$ cat src/rtl/hazard_scoreboard.sv
// D-stage hazard scoreboard: tracks in-flight GRF writes per downstream stage,
// derives stall and forward selects, and interlocks the multi-cycle mult/div unit.
module hazard_scoreboard #(
  parameter int NSTAGE  = 3,
  parameter int TW      = 2,
  parameter int MUL_LAT = 5,
  parameter int DIV_LAT = 10,
  parameter int CW      = 4
) (
  input  logic                            clk,
  input  logic                            reset,
  input  logic [4:0]                      d_rs_addr,
  input  logic [4:0]                      d_rt_addr,
  input  logic [TW-1:0]                   d_tuse_rs,
  input  logic [TW-1:0]                   d_tuse_rt,
  input  logic [4:0]                      d_wa,
  input  logic [TW-1:0]                   d_tnew,
  input  logic                            d_is_md,
  input  logic                            d_md_start,
  input  logic                            d_md_div,
  output logic                            stall,
  output logic                            md_busy,
  output logic [$clog2(NSTAGE+1)-1:0]     fwd_rs_sel,
  output logic [$clog2(NSTAGE+1)-1:0]     fwd_rt_sel,
  output logic [31:0]                     stall_cnt
);

  localparam int SW = $clog2(NSTAGE+1);

  typedef struct packed {
    logic          hit;
    logic [TW-1:0] tnew;
    logic [SW-1:0] idx;
  } match_t;

  logic [4:0]    wa_r   [NSTAGE];
  logic [TW-1:0] tnew_r [NSTAGE];
  logic [CW-1:0] md_cnt_r;
  logic [31:0]   stall_cnt_r;

  match_t        rs_m_s;
  match_t        rt_m_s;
  logic          hz_rs_s;
  logic          hz_rt_s;
  logic          md_hz_s;
  logic          stall_s;
  logic          issue_s;
  logic [SW-1:0] fwd_rs_s;
  logic [SW-1:0] fwd_rt_s;

  function automatic logic [TW-1:0] sat_dec(input logic [TW-1:0] t);
    return (t == {TW{1'b0}}) ? {TW{1'b0}} : t - {{(TW-1){1'b0}}, 1'b1};
  endfunction

  // Scans oldest to youngest so the youngest matching entry wins.
  function automatic match_t find_youngest(input logic [4:0] addr,
                                           input logic [4:0] was [NSTAGE],
                                           input logic [TW-1:0] tns [NSTAGE]);
    match_t m;
    m = '0;
    for (int k = NSTAGE - 1; k >= 0; k--) begin
      if (addr != 5'd0 && was[k] == addr) begin
        m.hit  = 1'b1;
        m.tnew = tns[k];
        m.idx  = SW'(k + 1);
      end else begin
        m = m;
      end
    end
    return m;
  endfunction

  // Hazard detection, forward selects and md interlock.
  always_comb begin
    rs_m_s   = find_youngest(d_rs_addr, wa_r, tnew_r);
    rt_m_s   = find_youngest(d_rt_addr, wa_r, tnew_r);
    hz_rs_s  = rs_m_s.hit && (rs_m_s.tnew > d_tuse_rs);
    hz_rt_s  = rt_m_s.hit && (rt_m_s.tnew > d_tuse_rt);
    md_hz_s  = d_is_md && (md_cnt_r != {CW{1'b0}});
    stall_s  = hz_rs_s | hz_rt_s | md_hz_s;
    issue_s  = d_md_start && !stall_s;
    if (rs_m_s.hit && rs_m_s.tnew == {TW{1'b0}}) begin
      fwd_rs_s = rs_m_s.idx;
    end else begin
      fwd_rs_s = {SW{1'b0}};
    end
    if (rt_m_s.hit && rt_m_s.tnew == {TW{1'b0}}) begin
      fwd_rt_s = rt_m_s.idx;
    end else begin
      fwd_rt_s = {SW{1'b0}};
    end
  end

  // Scoreboard shift: a stalled D instruction enters E as a bubble.
  always_ff @(posedge clk or posedge reset) begin
    if (reset) begin
      for (int k = 0; k < NSTAGE; k++) begin
        wa_r[k]   <= 5'd0;
        tnew_r[k] <= {TW{1'b0}};
      end
    end else begin
      wa_r[0]   <= stall_s ? 5'd0 : d_wa;
      tnew_r[0] <= stall_s ? {TW{1'b0}} : d_tnew;
      for (int k = 1; k < NSTAGE; k++) begin
        wa_r[k]   <= wa_r[k-1];
        tnew_r[k] <= sat_dec(tnew_r[k-1]);
      end
    end
  end

  // Md busy counter: loaded on issue, counts down to idle.
  always_ff @(posedge clk or posedge reset) begin
    if (reset) begin
      md_cnt_r <= {CW{1'b0}};
    end else if (issue_s) begin
      md_cnt_r <= d_md_div ? CW'(DIV_LAT) : CW'(MUL_LAT);
    end else if (md_cnt_r != {CW{1'b0}}) begin
      md_cnt_r <= md_cnt_r - {{(CW-1){1'b0}}, 1'b1};
    end else begin
      md_cnt_r <= md_cnt_r;
    end
  end

  // Saturating stalled-cycle counter.
  always_ff @(posedge clk or posedge reset) begin
    if (reset) begin
      stall_cnt_r <= 32'd0;
    end else if (stall_s && stall_cnt_r != 32'hFFFF_FFFF) begin
      stall_cnt_r <= stall_cnt_r + 32'd1;
    end else begin
      stall_cnt_r <= stall_cnt_r;
    end
  end

  assign stall      = stall_s;
  assign md_busy    = (md_cnt_r != {CW{1'b0}});
  assign fwd_rs_sel = fwd_rs_s;
  assign fwd_rt_sel = fwd_rt_s;
  assign stall_cnt  = stall_cnt_r;

endmodule

$ cat config.mk
export PLATFORM = sky130hd
export DESIGN_NAME = hazard_scoreboard
export DESIGN_NICKNAME = d
export VERILOG_FILES = /design/src/rtl/hazard_scoreboard.sv
export SDC_FILE = /design/constraint.sdc
export NUM_CORES = 1
export LEC_CHECK = 0
export CORE_MARGIN = 4
export CORE_UTILIZATION = 41
export CTS_CLUSTER_SIZE = 12
export DETAILED_ROUTE_END_ITERATION = 6
export PLACE_DENSITY = 0.65
export SLEW_MARGIN = 5
export SYNTH_ARGS = -nofsm -noshare
export SYNTH_HDL_FRONTEND = slang
export SYNTH_SLANG_ARGS = --single-unit
$ cat constraint.sdc
create_clock -name clk -period 4.6 [get_ports clk]
set_input_delay 0.69 -clock clk [delete_from_list [all_inputs] [get_ports clk]]
set_output_delay 0.69 -clock clk [all_outputs]
set_load 0.1 [all_outputs]
==> flow_metrics.tcl, run 1 <==
set metrics [dict create \
    wire_per_inst_microns 14.6 \
    p_comb_share_pct 38.8 \
    synthDistinctLibCells 44 \
    final_util_pct 57.4 \
    drv_slew 0 \
    start_util_pct 42.9 \
    chipWidth_microns 95.8 \
    path_clk_slew_ps 60 \
    syn_nets 328 \
    area_delta_synth_final_pct 33.9 \
    rows 31 \
    max_stage_delay_ps 560 \
    fin_setup_tns_ps 0 \
    synth_seq_area_share_pct 45.1 \
    cts_made_buffers 9 \
    yosys.area_share.xor_xnor_pct 17.5 \
    seq_power_share_pct 35.2 \
    num_vias 2378 \
    yosysMostFrequentCell "dfrtp_1" \
    yosysWarnings 0 \
    clock.fmax_mhz 228 \
    fin_nets 406 \
    hold_class "register to register" \
    power.share.clock_pct 26.0 \
    switching_power_uw 781 \
    status "completed" \
    synthTopCellsByArea "dfrtp_1 (45%), xor2_1 (12%), xnor2_1 (5.0%)" \
    wirelength_microns 6930 \
    cap_viol_max_count 0 \
    cts_tree "done" \
    hold_buffers 0 \
    drive_above_1_share_pct 16.4 \
    h-tree-depth 3 \
    endpoint_kind "primary output" \
    dieArea_sq_mm 0.00917 \
    power_density_mw_per_mm2 448 \
    pin_count 64 \
    sw_frac_of_total_pct 41.2 \
    dr.pass1.iters 4 \
    grt_max_degree 58 \
    avgSynthCellArea_sq_um 10.7 \
    slowest_stage "or4_4" \
    drt_iter0_drc 48 \
    crit_type "input port to primary output" \
    ys.flop_type "dfrtp_1" \
    clock_latency_ps 330 \
    grt_pass1_vias 2411 \
    grt_pass1_wl_microns 11600 \
    p_int_mw 1.12 \
    ir_worst_vdd_mv 0.544 \
    gp_congestion 0.824 \
    cts_num_sinks 57 \
    crit_top_cell "nor2b_1" \
    setup_viol_count_final 0 \
    relSlewSlack_pct 34.1 \
    dieHeight_microns 95.8 \
    diodes 0 \
    synth_seq_cells 57 \
    viasPerCell 5.00 \
    rsz0062_at_grt "no" \
    synth_top_cell_area_share_pct 45.1 \
    drc 0 \
    skew_ps 9.11 \
    synth_top_family_by_area "simple AND/OR/NAND/NOR gates" \
    ant_nets 0 \
    synth_edf_count 0 \
    p_leak_nw 1.93 \
    start_kind "input port" \
    yosys.area.top_type "dfrtp_1" \
    synth_fa_ha_area_share_pct 2.77 \
    grt.total_usage_pct 16.5 \
    hold_viol_final 0 \
    clock-root-buffer "clkbuf_8" \
    path_cells "clkdlybuf4s50_1 -> or4_4 -> nor2_4 -> nor4_4 -> nor2b_1 -> a22oi_1 -> o21ai_1 -> ha_1 -> nor2b_1 -> o21ai_0 -> o211a_4 -> inv_1 -> buf_12" \
    core_sq_mm 0.00737 \
    io_buffers 63 \
    netlist_top_cells_count "dfrtp_1 (57), xor2_1 (45), nor3_1 (21)" \
    cp_data_arrival_time_ps 3690 \
    overflow 0 \
    period_needed_ps 4380 \
    synth_cells 295 \
    antenna_found_initial 0 \
    synth_compound_area_share_pct 4.51 \
    path_max_fanout 5 \
    fin_crit_sh_pct 95.3 \
    clockBufferDepth 2 \
    synth_simple_gate_area_share_pct 26.5 \
    synth-async-reset-ratio_pct 100 \
    synthMuxAreaShare_pct 0.673 \
    worst_pin_slew_ps 985 \
    required_ps 3910 \
    synthesis.area_sq_mm 0.00316 \
    hpwlAfterDp_microns 5030 \
]
==> routing by layer <==
layer	GRT usage, %	wire length, microns	up-vias
met5	0	0	-
met4	5.69	108	0
met3	4.30	290	11
met2	26.2	3300	46
met1	21.7	3230	1141
li1	-	-	1180
==> logic make-up after synthesis <==
group	count (synthesis)
AOI/OAI and AO/OA	21
xor gates and xnor gates	63
adders and majority gates	7
buffers and inverters	18
DFF	57
muxes	2
and+or+nand+nor	127
==> stage by stage <==
step	instances	total power, mW	area (sq um)	worst slack [ps]	hold slack [ps]
2_1_floorplan	295	1.22	3180	209	410
3_3_place_gp	461	1.40	4010	211	421
3_5_place_dp	461	1.41	4010	82.3	433
4_1_cts	476	1.91	4230	81.1	444
5_1_grt	476	1.99	4230	4.06	459
6_report	476	1.90	4230	217	434
==> worst max-delay path, delay by kind of cell <==
family / cells / cell delay, ps
buffers and inverters: 3 / 680
AO/OA/AOI/OAI: 4 / 850
AND/OR/NAND/NOR: 5 / 1160
adder cells (fa/ha/maj): 1 / 300
==> cell type report <==
class,count,area (sq um)
Inverter,9,33.8
Timing Repair Buffer,76,766
Multi-Input combinational cell,220,1670
Fill cell,652,3140
Tap cell,99,124
Clock buffer,13,179
Clock inverter,2,35.0
Sequential cell,57,1430
==> cells in the final DEF, fill, tap and decap left out, drive strengths merged, types with 5 or more instances in the layout <==
cell / synthesis / final
and2: 10 / 10
nand2: 18 / 18
clkdlybuf4s50: 0 / 58
xor2: 45 / 45
a21oi: 6 / 6
inv: 9 / 9
xnor2: 18 / 18
nor3: 22 / 22
nor2: 11 / 11
and3: 12 / 12
buf: 7 / 18
o21ai: 5 / 5
nor4: 14 / 14
ha: 7 / 7
clkbuf: 2 / 13
dfrtp: 57 / 57
nand3: 19 / 19
==> power groups by stage <==
stage | Sequential, mW | Clock (mW) | Combinational, mW
global route | 0.682 | 0.528 | 0.779
global placement | 0.673 | 0 | 0.731
CTS | 0.666 | 0.503 | 0.742
floorplan | 0.910 | 0 | 0.306
detailed placement | 0.673 | 0 | 0.740
finish | 0.668 | 0.493 | 0.737
==> registers in the layout (all words and copies together) (netlist names) <==
| signal | cells |
|---|---|
| md_cnt_r | 4 |
| stall_cnt | 32 |
| tnew_r | 6 |
| wa_r | 15 |
==> timing repair <==
action / 4_1_cts / 5_1_grt
endpoints found under the setup margin: 0 / 1
gates resized for setup: 0 / 2
endpoints found under the hold margin: 0 / 0
buffers inserted: 0 / 0
==> final timing paths <==
check	start	to	slack, ps	cells past startpoint
max in group asynchronous	reset	stall_cnt[8]	3250	3
min in group asynchronous	reset	md_cnt_r[3]	860	3
min reg2reg	wa_r[10]	wa_r[5]	430	0
max	d_rs_addr[1]	stall	220	13
max reg2reg	wa_r[9]	stall_cnt[1]	1320	14
min	wa_r[10]	wa_r[5]	430	0
Note: power is estimated with default switching activity, not from simulation.
==> run 2, diff against run 1 <==
CORE_MARGIN = 2   (was 4)
==> run 2 against run 1 <==
  * Utilization down 1.3 points
  * Fmax down 0.39%
  * Flip-flop and latch count unchanged
  * Via count up 1.5%
  * Die area down 8.2%
  * Combinational power down 0.5%
  * Hold slack better by 11 ps
  * Count of clock-buffer cells in the layout down 2
  * Critical path type unchanged
  * Largest power group unchanged
==> flow_metrics.tcl, run 2 (synthesis results as in run 1) <==
set metrics [dict create \
    wire_per_inst_microns 14.6 \
    cts_num_sinks 57 \
    hold_class "register to register" \
    diodes 0 \
    area_delta_synth_final_pct 35.1 \
    clock.fmax_mhz 227 \
    cts_tree "done" \
    gp_congestion 0.893 \
    drt_iter0_drc 112 \
    cap_viol_max_count 0 \
    num_vias 2414 \
    path_cells "clkdlybuf4s50_1 -> or4_1 -> o21ai_0 -> nor2_1 -> a21oi_1 -> inv_1 -> ha_1 -> a211oi_1 -> o31ai_1 -> o211a_4 -> inv_1 -> buf_12" \
    clock-root-buffer "clkbuf_8" \
    dr.pass1.iters 4 \
    wirelength_microns 6950 \
    max_stage_delay_ps 560 \
    post_cts_buffers 0 \
    ir_worst_vdd_mv 0.595 \
    final_util_pct 56.1 \
    drv_slew 0 \
    skew_ps 6.68 \
    drive_above_1_share_pct 15.5 \
    h-tree-depth 3 \
    start_kind "input port" \
    hold_buffers 0 \
    largest_reg_flops 32 \
    rsz0062_at_grt "no" \
    fin_setup_tns_ps 0 \
    antenna_found_initial 0 \
    setup_ws_ps 200 \
    fin_crit_sh_pct 95.6 \
    dieHeight_microns 91.8 \
    clock_latency_ps 330 \
    status "completed" \
    fin_hold_ws_ps 445 \
    start_util_pct 41.5 \
    cts_resized 0 \
    required_ps 3910 \
    overflow 0 \
    relSlewSlack_pct 32.9 \
    path_clk_slew_ps 60 \
    fin_nets 401 \
    final_common_cell "clkdlybuf4s50_1" \
    chipWidth_microns 91.8 \
    slowest_stage "or4_1" \
    grt_pass1_vias 2445 \
    final_cell_mix "clkdlybuf4s50_1 (58), dfrtp_1 (57), xor2_1 (45)" \
    grt_pass1_wl_microns 12000 \
    hold_viol_final 0 \
    pre_cts_slack_ps 212 \
    grt.total_usage_pct 17.8 \
    cp_data_arrival_time_ps 3710 \
    p_leak_nw 1.94 \
    clockBufferDepth 2 \
    viasPerCell 5.08 \
    dieArea_sq_mm 0.00842 \
    rows 32 \
    cts_made_buffers 9 \
    crit_type "input port to primary output" \
    grt_max_degree 58 \
    period_needed_ps 4400 \
    path_max_fanout 6 \
    worst_pin_slew_ps 1000 \
    setup_viol_count_final 0 \
    ant_nets 0 \
    drc 0 \
    crit_top_cell "inv_1" \
    hpwlAfterDp_microns 4930 \
    endpoint_kind "primary output" \
    core_sq_mm 0.00761 \
    io_buffers 63 \
    pin_count 64 \
    power_density_mw_per_mm2 478 \
]
==> run 2: final cells by class <==
cell class | count | area (sq um)
tap | 102 | 128
inverter | 9 | 33.8
fill | 662 | 3340
multi-input combinational | 220 | 1680
timing repair buffer | 71 | 728
clock buffer | 11 | 151
sequential | 57 | 1430
clock inverter | 5 | 125
==> run 2: stage by stage <==
step / total power [mW] / cells / cell area, sq um
finish: 2.04 / 475 / 4270
global route: 2.14 / 475 / 4270
CTS: 2.06 / 475 / 4250
detailed placement: 1.41 / 459 / 3980
global placement: 1.40 / 459 / 3980
floorplan: 1.22 / 295 / 3180
==> run 2: layer usage <==
| layer | vias to the layer above | share of wire, % | track usage, % |
|---|---|---|---|
| li1 | 1175 | - | - |
| met1 | 1182 | 48 | 24.2 |
| met2 | 51 | 48 | 27.8 |
| met3 | 6 | 4.1 | 4.77 |
| met4 | 0 | 0.73 | 5.35 |
| met5 | - | 0 | 0 |
==> run 2: worst paths after layout <==
path	startpoint	endpoint	slack [ps]	cells past startpoint
min in group asynchronous	reset	md_cnt_r[1]	880	3
worst max-delay path	d_rt_addr[2]	stall	200	12
max in group asynchronous	reset	stall_cnt[4]	3240	3
worst min-delay path	wa_r[6]	wa_r[1]	450	0
worst max register to register	wa_r[14]	stall_cnt[1]	1280	14
worst min register to register	wa_r[6]	wa_r[1]	450	0
==> run 2: power breakdown <==
group          total [mW]  switching (mW)  internal (mW)
combinational       0.733           0.505          0.228
sequential          0.667          0.0882          0.578
clock               0.642           0.198          0.443
==> run 2: critical path, delay by kind of cell <==
| family | cells | cell delay (ps) |
|---|---|---|
| simple gates | 2 | 660 |
| buf+inv | 4 | 840 |
| fa+ha+maj | 1 | 270 |
| compound gates | 5 | 1250 |
